$ cat src/rtl/pe_link_pkg.sv
// pe_link_pkg: shared types and constants for the PE link injector.
//   Link word layout is {valid[129], last[128], payload[127:0]}; the FIFO
//   stores only {last, payload} because every stored entry is valid.
//   pack_lane() drops one 32-bit word into the selected lane of a pack.
package pe_link_pkg;

  localparam int LINK_VALID_BIT = 129;
  localparam int LINK_LAST_BIT  = 128;
  localparam int LINK_PAYLOAD_W = 128;
  localparam int LANES          = 4;
  localparam int LANE_IDX_W     = 2;

  localparam logic [LANE_IDX_W-1:0] LANE_FIRST = 2'd0;
  localparam logic [LANE_IDX_W-1:0] LANE_LAST  = 2'd3;
  localparam logic [LANE_IDX_W-1:0] LANE_ONE   = 2'd1;

  typedef struct packed {
    logic                      valid;
    logic                      last;
    logic [LINK_PAYLOAD_W-1:0] payload;
  } link_word_t;

  typedef struct packed {
    logic                      last;
    logic [LINK_PAYLOAD_W-1:0] payload;
  } fifo_entry_t;

  // Insert word into lane 'lane' of pack; lane 0 is payload[31:0].
  function automatic logic [LINK_PAYLOAD_W-1:0] pack_lane(
    input logic [LINK_PAYLOAD_W-1:0] pack,
    input logic [LANE_IDX_W-1:0]     lane,
    input logic [31:0]               word
  );
    logic [LINK_PAYLOAD_W-1:0] r;
    r = pack;
    case (lane)
      2'd0:    r[31:0]   = word;
      2'd1:    r[63:32]  = word;
      2'd2:    r[95:64]  = word;
      2'd3:    r[127:96] = word;
      default: r         = pack;
    endcase
    return r;
  endfunction

endpackage

$ cat src/rtl/pe_sync_fifo.sv
// pe_sync_fifo: single-clock FIFO with registered full/empty flags and level.
//   Parameters: WIDTH (entry width), ADDR_BITS (depth = 2**ADDR_BITS).
//   Ports:
//     clk      in   clock, posedge
//     rst_n    in   asynchronous active-low reset (pointers, level, flags)
//     push_i   in   write wdata_i (ignored when full)
//     wdata_i  in   entry to write
//     pop_i    in   advance read pointer (ignored when empty)
//     rdata_o  out  head entry (combinational read of storage)
//     full_o   out  registered full flag
//     empty_o  out  registered empty flag
//     level_o  out  registered occupancy, 0..2**ADDR_BITS
//   No bypass: an entry pushed into an empty FIFO is readable one edge later.
module pe_sync_fifo #(
  parameter int WIDTH     = 129,
  parameter int ADDR_BITS = 4
) (
  input  logic                 clk,
  input  logic                 rst_n,
  input  logic                 push_i,
  input  logic [WIDTH-1:0]     wdata_i,
  input  logic                 pop_i,
  output logic [WIDTH-1:0]     rdata_o,
  output logic                 full_o,
  output logic                 empty_o,
  output logic [ADDR_BITS:0]   level_o
);

  localparam int                   DEPTH     = 1 << ADDR_BITS;
  localparam logic [ADDR_BITS:0]   LVL_FULL  = (ADDR_BITS+1)'(DEPTH);
  localparam logic [ADDR_BITS:0]   LVL_ONE   = (ADDR_BITS+1)'(1);
  localparam logic [ADDR_BITS:0]   LVL_ZERO  = (ADDR_BITS+1)'(0);
  localparam logic [ADDR_BITS-1:0] PTR_ONE   = ADDR_BITS'(1);
  localparam logic [ADDR_BITS-1:0] PTR_ZERO  = ADDR_BITS'(0);

  logic [WIDTH-1:0]     mem_q [DEPTH];
  logic [ADDR_BITS-1:0] wr_ptr_q, wr_ptr_d;
  logic [ADDR_BITS-1:0] rd_ptr_q, rd_ptr_d;
  logic [ADDR_BITS:0]   level_q, level_d;
  logic                 full_q, full_d;
  logic                 empty_q, empty_d;
  logic                 do_push_s, do_pop_s;

  // Next-state for pointers, level and flags; flags are derived from the
  // next level so they are registered alongside it.
  always_comb begin
    do_push_s = push_i & ~full_q;
    do_pop_s  = pop_i & ~empty_q;
    wr_ptr_d  = wr_ptr_q;
    rd_ptr_d  = rd_ptr_q;
    level_d   = level_q;

    if (do_push_s) begin
      wr_ptr_d = wr_ptr_q + PTR_ONE;
    end else begin
      wr_ptr_d = wr_ptr_q;
    end

    if (do_pop_s) begin
      rd_ptr_d = rd_ptr_q + PTR_ONE;
    end else begin
      rd_ptr_d = rd_ptr_q;
    end

    case ({do_push_s, do_pop_s})
      2'b10:   level_d = level_q + LVL_ONE;
      2'b01:   level_d = level_q - LVL_ONE;
      default: level_d = level_q;
    endcase

    full_d  = (level_d == LVL_FULL);
    empty_d = (level_d == LVL_ZERO);
  end

  // Control state registers.
  always_ff @(posedge clk or negedge rst_n) begin
    if (!rst_n) begin
      wr_ptr_q <= PTR_ZERO;
      rd_ptr_q <= PTR_ZERO;
      level_q  <= LVL_ZERO;
      full_q   <= 1'b0;
      empty_q  <= 1'b1;
    end else begin
      wr_ptr_q <= wr_ptr_d;
      rd_ptr_q <= rd_ptr_d;
      level_q  <= level_d;
      full_q   <= full_d;
      empty_q  <= empty_d;
    end
  end

  // Storage write; contents need no reset because empty entries are never read out.
  always_ff @(posedge clk) begin
    if (do_push_s) begin
      mem_q[wr_ptr_q] <= wdata_i;
    end
  end

  assign rdata_o = mem_q[rd_ptr_q];
  assign full_o  = full_q;
  assign empty_o = empty_q;
  assign level_o = level_q;

endmodule

$ cat src/rtl/pe_link_injector.sv
// pe_link_injector: packs a 32-bit valid/ready word stream into 130-bit link
// words {valid, last, payload[127:0]}, buffers them in a 16-deep FIFO and
// drives them onto a downstream PE link input, advancing only under ap_start.
//   Ports:
//     clk          in   clock, posedge
//     reset        in   asynchronous active-low reset
//     ap_start     in   link advance enable shared with the downstream PE
//     in_data      in   stream word
//     in_valid     in   in_data valid
//     in_last      in   final word of a packet; flushes a partial pack
//     in_ready     out  reset & !fifo_full (from the registered full flag)
//     out_to_link  out  registered link word
//     fifo_level   out  FIFO occupancy 0..16
//   Optional build macro PE_LINK_INJECT_STATS_EN adds:
//     stat_words_sent    out  edges that emitted a valid link word (wraps)
//     stat_stall_cycles  out  edges with in_valid=1 and in_ready=0 (wraps)
module pe_link_injector
  import pe_link_pkg::*;
#(
  parameter int LINK_WIDTH     = 130,
  parameter int WORD_WIDTH     = 32,
  parameter int FIFO_ADDR_BITS = 4
) (
  input  logic                    clk,
  input  logic                    reset,
  input  logic                    ap_start,
  input  logic [WORD_WIDTH-1:0]   in_data,
  input  logic                    in_valid,
  input  logic                    in_last,
  output logic                    in_ready,
  output logic [LINK_WIDTH-1:0]   out_to_link,
  output logic [FIFO_ADDR_BITS:0] fifo_level
`ifdef PE_LINK_INJECT_STATS_EN
  ,
  output logic [31:0]             stat_words_sent,
  output logic [31:0]             stat_stall_cycles
`endif
);

  localparam logic [LINK_PAYLOAD_W-1:0] PAYLOAD_ZERO = {LINK_PAYLOAD_W{1'b0}};
  localparam link_word_t                LINK_IDLE    = {1'b0, 1'b0, {LINK_PAYLOAD_W{1'b0}}};

  logic [LANE_IDX_W-1:0]     lane_q, lane_d;
  logic [LINK_PAYLOAD_W-1:0] pack_q, pack_d;
  logic [LINK_PAYLOAD_W-1:0] merged_s;
  logic                      in_ready_s;
  logic                      accept_s;
  logic                      complete_s;
  fifo_entry_t               push_entry_s;
  fifo_entry_t               head_s;
  logic                      fifo_full_s;
  logic                      fifo_empty_s;
  logic                      pop_s;
  link_word_t                out_q, out_d;

  // Ready never depends on in_valid, so upstream sees no combinational loop.
  assign in_ready_s = reset & ~fifo_full_s;
  assign in_ready   = in_ready_s;

  // Packer: place the accepted word in the current lane; a 4th word or
  // in_last completes the pack, pushes it and restarts at lane 0.
  always_comb begin
    accept_s     = in_valid & in_ready_s;
    merged_s     = pack_lane(pack_q, lane_q, in_data);
    complete_s   = accept_s & ((lane_q == LANE_LAST) | in_last);
    push_entry_s = {in_last, merged_s};
    lane_d       = lane_q;
    pack_d       = pack_q;
    if (complete_s) begin
      lane_d = LANE_FIRST;
      pack_d = PAYLOAD_ZERO;
    end else if (accept_s) begin
      lane_d = lane_q + LANE_ONE;
      pack_d = merged_s;
    end else begin
      lane_d = lane_q;
      pack_d = pack_q;
    end
  end

  // Packer state registers.
  always_ff @(posedge clk or negedge reset) begin
    if (!reset) begin
      lane_q <= LANE_FIRST;
      pack_q <= PAYLOAD_ZERO;
    end else begin
      lane_q <= lane_d;
      pack_q <= pack_d;
    end
  end

  pe_sync_fifo #(
    .WIDTH     (LINK_WIDTH - 1),
    .ADDR_BITS (FIFO_ADDR_BITS)
  ) u_fifo (
    .clk     (clk),
    .rst_n   (reset),
    .push_i  (complete_s),
    .wdata_i (push_entry_s),
    .pop_i   (pop_s),
    .rdata_o (head_s),
    .full_o  (fifo_full_s),
    .empty_o (fifo_empty_s),
    .level_o (fifo_level)
  );

  // Output stage: with ap_start low the link word is frozen and nothing pops,
  // so the downstream PE never misses a word it was not sampling.
  always_comb begin
    pop_s = ap_start & ~fifo_empty_s;
    out_d = out_q;
    if (ap_start) begin
      if (fifo_empty_s) begin
        out_d = LINK_IDLE;
      end else begin
        out_d.valid   = 1'b1;
        out_d.last    = head_s.last;
        out_d.payload = head_s.payload;
      end
    end else begin
      out_d = out_q;
    end
  end

  // Link output register.
  always_ff @(posedge clk or negedge reset) begin
    if (!reset) begin
      out_q <= LINK_IDLE;
    end else begin
      out_q <= out_d;
    end
  end

  assign out_to_link = out_q;

`ifdef PE_LINK_INJECT_STATS_EN
  logic [31:0] stat_words_sent_q, stat_words_sent_d;
  logic [31:0] stat_stall_q, stat_stall_d;

  // Statistics next-state; both counters wrap naturally at 32 bits.
  always_comb begin
    stat_words_sent_d = stat_words_sent_q;
    stat_stall_d      = stat_stall_q;
    if (pop_s) begin
      stat_words_sent_d = stat_words_sent_q + 32'd1;
    end else begin
      stat_words_sent_d = stat_words_sent_q;
    end
    if (in_valid & ~in_ready_s) begin
      stat_stall_d = stat_stall_q + 32'd1;
    end else begin
      stat_stall_d = stat_stall_q;
    end
  end

  // Statistics registers.
  always_ff @(posedge clk or negedge reset) begin
    if (!reset) begin
      stat_words_sent_q <= 32'd0;
      stat_stall_q      <= 32'd0;
    end else begin
      stat_words_sent_q <= stat_words_sent_d;
      stat_stall_q      <= stat_stall_d;
    end
  end

  assign stat_words_sent   = stat_words_sent_q;
  assign stat_stall_cycles = stat_stall_q;
`endif

endmodule

$ cat config.mk
export PLATFORM = sky130hd
export DESIGN_NAME = pe_link_injector
export DESIGN_NICKNAME = d
export VERILOG_FILES = /design/src/rtl/pe_link_pkg.sv /design/src/rtl/pe_sync_fifo.sv /design/src/rtl/pe_link_injector.sv
export SDC_FILE = /design/constraint.sdc
export NUM_CORES = 2
export LEC_CHECK = 0
export CAP_MARGIN = 20
export CORE_MARGIN = 2
export CORE_UTILIZATION = 65
export DETAILED_ROUTE_END_ITERATION = 6
export MAX_ROUTING_LAYER = met4
export PLACE_DENSITY = 0.83
export SKIP_LAST_GASP = 1
export SYNTH_ARGS = -nofsm -noshare
export SYNTH_HDL_FRONTEND = slang
export SYNTH_SLANG_ARGS = --single-unit
$ cat constraint.sdc
create_clock -name clk -period 7.3 [get_ports clk]
set_input_delay 1.46 -clock clk [delete_from_list [all_inputs] [get_ports clk]]
set_output_delay 1.46 -clock clk [all_outputs]
set_load 0.05 [all_outputs]
==> results.md <==
* Status: complete, but fails checks
* Failing checks: design-rule violations
* HPWL after DPL at 113100 µm
* Crit path DAT at 5.50 ns
* Count of cell types in the netlist at 42
* Routed wl met2 at 117400 µm
* Hold crit path type: in -> async
* Clock sink count at 2339
* DP Area at 92970 µm²
* CP Capture Type: flip-flop
* Worst-margin pin slew at 1.255 ns
* CTS Buffer Depth at 3
* Detail Route Antenna Nets at 0
* Synth top area share at 69.63%
* Slowest-stage cell, CP: and2_4
* Mean Syn Cell Area at 22.53 µm²
* Tcrit/Tclk final at 68.65%
* Largest net degree at the start of global routing at 136
* Top Metal Used: met4
* Worst R2R Start: u_fifo.full_o
* CTS buffer count at 215
* Unrepaired setup endpoints after global routing: false
* CP max stage delay at 0.86 ns
* CP Data Required Time at 7.79 ns
* Routed vias/inst at 7.360
* Die height at 374.1 µm
* WL met3 at 27500 µm
* Syn_nets at 4001
* Hold-fix buffers, CTS at 0
* RePlAce Congestion at 0.8056
* Vias at 45.46k
* Setup slack, reg-to-reg at 2.71 ns
* Global-route wire length before repair at 334100 µm
* Switch share at 32.09%
* Die area at 139900 µm²
* Die Span X at 374.1 µm
* Top_reg_cell synth: edfxtp_1
* Fillers at 6757
* Final Hold Vio Count at 0
* Clk slew on worst S/H paths at 0.07 ns
* Yosys reg bits at 2339
* Critical path buffers and inverters at 4
* Reg power frac at 42.3%
* DRC at 2
* Lkg Pwr at 34.57 nW
* Area of the core at 135600 µm²
* Grt ovf at 0
* Post-CTS sizing at 0
* Routed len/inst at 38.02 µm
* CP Launch Type: primary input
* Routed WL at 234800 µm
* M1 WL at 79640 µm
* Post-CTS setup buffers at 0
* P per Cell Area at 409.3 nW/µm²
* Fraction of final layout cells sized beyond drive strength 1 at 24.77%
* Final setup TNS at 0 ns
* IO Pins at 173
* Setup Viol. Count Final at 0
* Final instance area at 100400 µm²
* Tmin final at 5.011 ns
* P&R area growth vs syn at 12.76%
* Max FO, Critical Path at 53
* Sequential cell area fraction in the yosys report at 77.36%
* Nets at 4230
* Area contributors post-synth: edfxtp_1 (70%), mux4_2 (13%), dfrtp_1 (7.7%)
* CTS H-tree depth at 4
* Clock skew at 0.06444 ns
* Max cap viols at 0
* Vias in the first global route at 46.39k
* Initial Util at 65.63%
* Post-synth ARST share at 11.76%
* CP delay by family, top: simple AND/OR/NAND/NOR gates
* Initial antenna violation count at 21
* Post-synth EDFFs at 2064
* Kind of critical path: in -> reg
* Yosys top cell by area: edfxtp_1
* Cells after Synth at 3951
* Peak VDD IR at 0.3938 mV
* Synthesized area at 89020 µm²
* Comb pwr share at 29.6%
* CTS tree: done
* CP startpoint: in_valid
* Slew Viols, Final at 0
* DRC marker count from the first detailed-route iteration at 6828
* Skew-Pair Late Insertion Delay at 0.87 ns
* Cell-internal power at 0.02790 W
* Clk network pwr share at 28.1%
* First-pass detailed-route iteration total at 7
* NetSw at 0.01318 W
* Cells along the critical path: clkdlybuf4s50_1, nand3b_1, buf_4, nor2_1, inv_1, nor3_1, and2_4, buf_12
* Max Clock Freq at 0.1996 GHz
* Global Route Usage Sum at 34.83%
* Root Driver: clkbuf_16
* Rel. slew slack at 16.07%
* Syn. warnings at 0
* Port buffer count at 172
* # rows at 135
[flip-flops by register name (all words and copies together), names as in the netlist]
register and cells:
pack_q 128, u_fifo.rd_ptr_q 4, u_fifo.wr_ptr_q 4, lane_q 2, out_to_link 130, u_fifo.mem_q 2064, u_fifo.empty_o 1, u_fifo.level_o 5
u_fifo.full_o 1
[per-stage QoR]
step,total power (W),std cells,setup slack (ns),utilization (%),hold slack [ns]
final,0.04108,6177,2.289,74.00,0.4710
after global routing,0.04219,6170,2.061,73.99,0.4551
after CTS,0.04100,6149,2.497,73.89,0.4273
after detailed placement,0.02935,5740,1.671,68.55,0.4695
after global placement,0.02898,5739,1.803,68.54,0.4615
after floorplan,0.02573,3951,1.462,-,0.4494
[layer usage]
metal | up-vias | GRT usage [%]
li1 | 17040 | -
met1 | 23930 | 44.84
met2 | 3884 | 54.24
met3 | 606 | 7.962
met4 | 0 | 15.17
met5 | - | -
[power by group through the flow]
stage / registers (W) / clock network, W / logic [W]
floorplan: 0.0184 / 0 / 0.00737
global placement: 0.0175 / 0 / 0.0115
detailed placement: 0.0176 / 0 / 0.0118
CTS: 0.0173 / 0.0116 / 0.0121
global route: 0.0174 / 0.0120 / 0.0127
finish: 0.0174 / 0.0115 / 0.0122
[synthesized netlist by cell type (8+ instances only)]
cell type  instances
edfxtp_1        2064
mux4_2           516
dfrtp_1          274
mux2i_1          259
a21o_1           131
mux2_2           131
o22ai_1          129
a22o_1            97
clkbuf_1          90
buf_2             76
buf_1             60
and2_1            44
ha_1              13
nor2_1             8
[final cells by class]
class / instances / area, µm² / share of cell area [%]
sequential: 2339 / 68870 / 68.62
multi-input combinational: 1375 / 19210 / 19.14
clock buffer: 285 / 5893 / 5.871
timing repair buffer: 243 / 2733 / 2.722
tap: 1781 / 2228 / 2.220
clock inverter: 124 / 1354 / 1.349
antenna: 24 / 60.06 / 0.05983
inverter: 6 / 27.53 / 0.02742
[path summary, 6_finish.rpt]
path / to / cells after the start
max: u_fifo.mem_q[1][116] / 8
min in group clk: out_to_link[92] / 1
min reg2reg: out_to_link[92] / 1
max in group asynchronous: out_to_link[51] / 3
min: out_to_link[86] / 1
max reg2reg: u_fifo.mem_q[1][116] / 7
[cells by family (layout without fill, tap and decap cells)]
kind of cell | count (synthesis) | after routing | synth area share [%]
compound gates | 366 | 366 | 3.036
xor+xnor | 12 | 12 | 0.1181
fa+ha+maj | 13 | 13 | 0.1827
buf+inv | 237 | 658 | 1.141
flops | 2339 | 2339 | 77.36
mux | 906 | 906 | 17.62
other cells | 0 | 24 | 0
simple gates | 78 | 78 | 0.5383
[layout by cell type (no fill, tap or decap), types with 24 or more instances in the layout]
| master | synthesis | layout |
|---|---|---|
| and2_1 | 44 | 32 |
| buf_12 | 0 | 34 |
| clkdlybuf4s50_1 | 0 | 171 |
| edfxtp_1 | 2064 | 2064 |
| clkbuf_8 | 0 | 25 |
| a21o_1 | 131 | 131 |
| dfrtp_1 | 274 | 271 |
| buf_4 | 0 | 34 |
| mux2_2 | 131 | 131 |
| diode_2 | 0 | 24 |
| clkbuf_1 | 90 | 45 |
| clkinv_2 | 0 | 46 |
| o22ai_1 | 129 | 129 |
| a22o_1 | 97 | 97 |
| clkinv_1 | 1 | 29 |
| clkbuf_16 | 0 | 215 |
| mux2i_1 | 259 | 259 |
| mux4_2 | 516 | 516 |
Note: power is estimated with default switching activity, not from simulation.
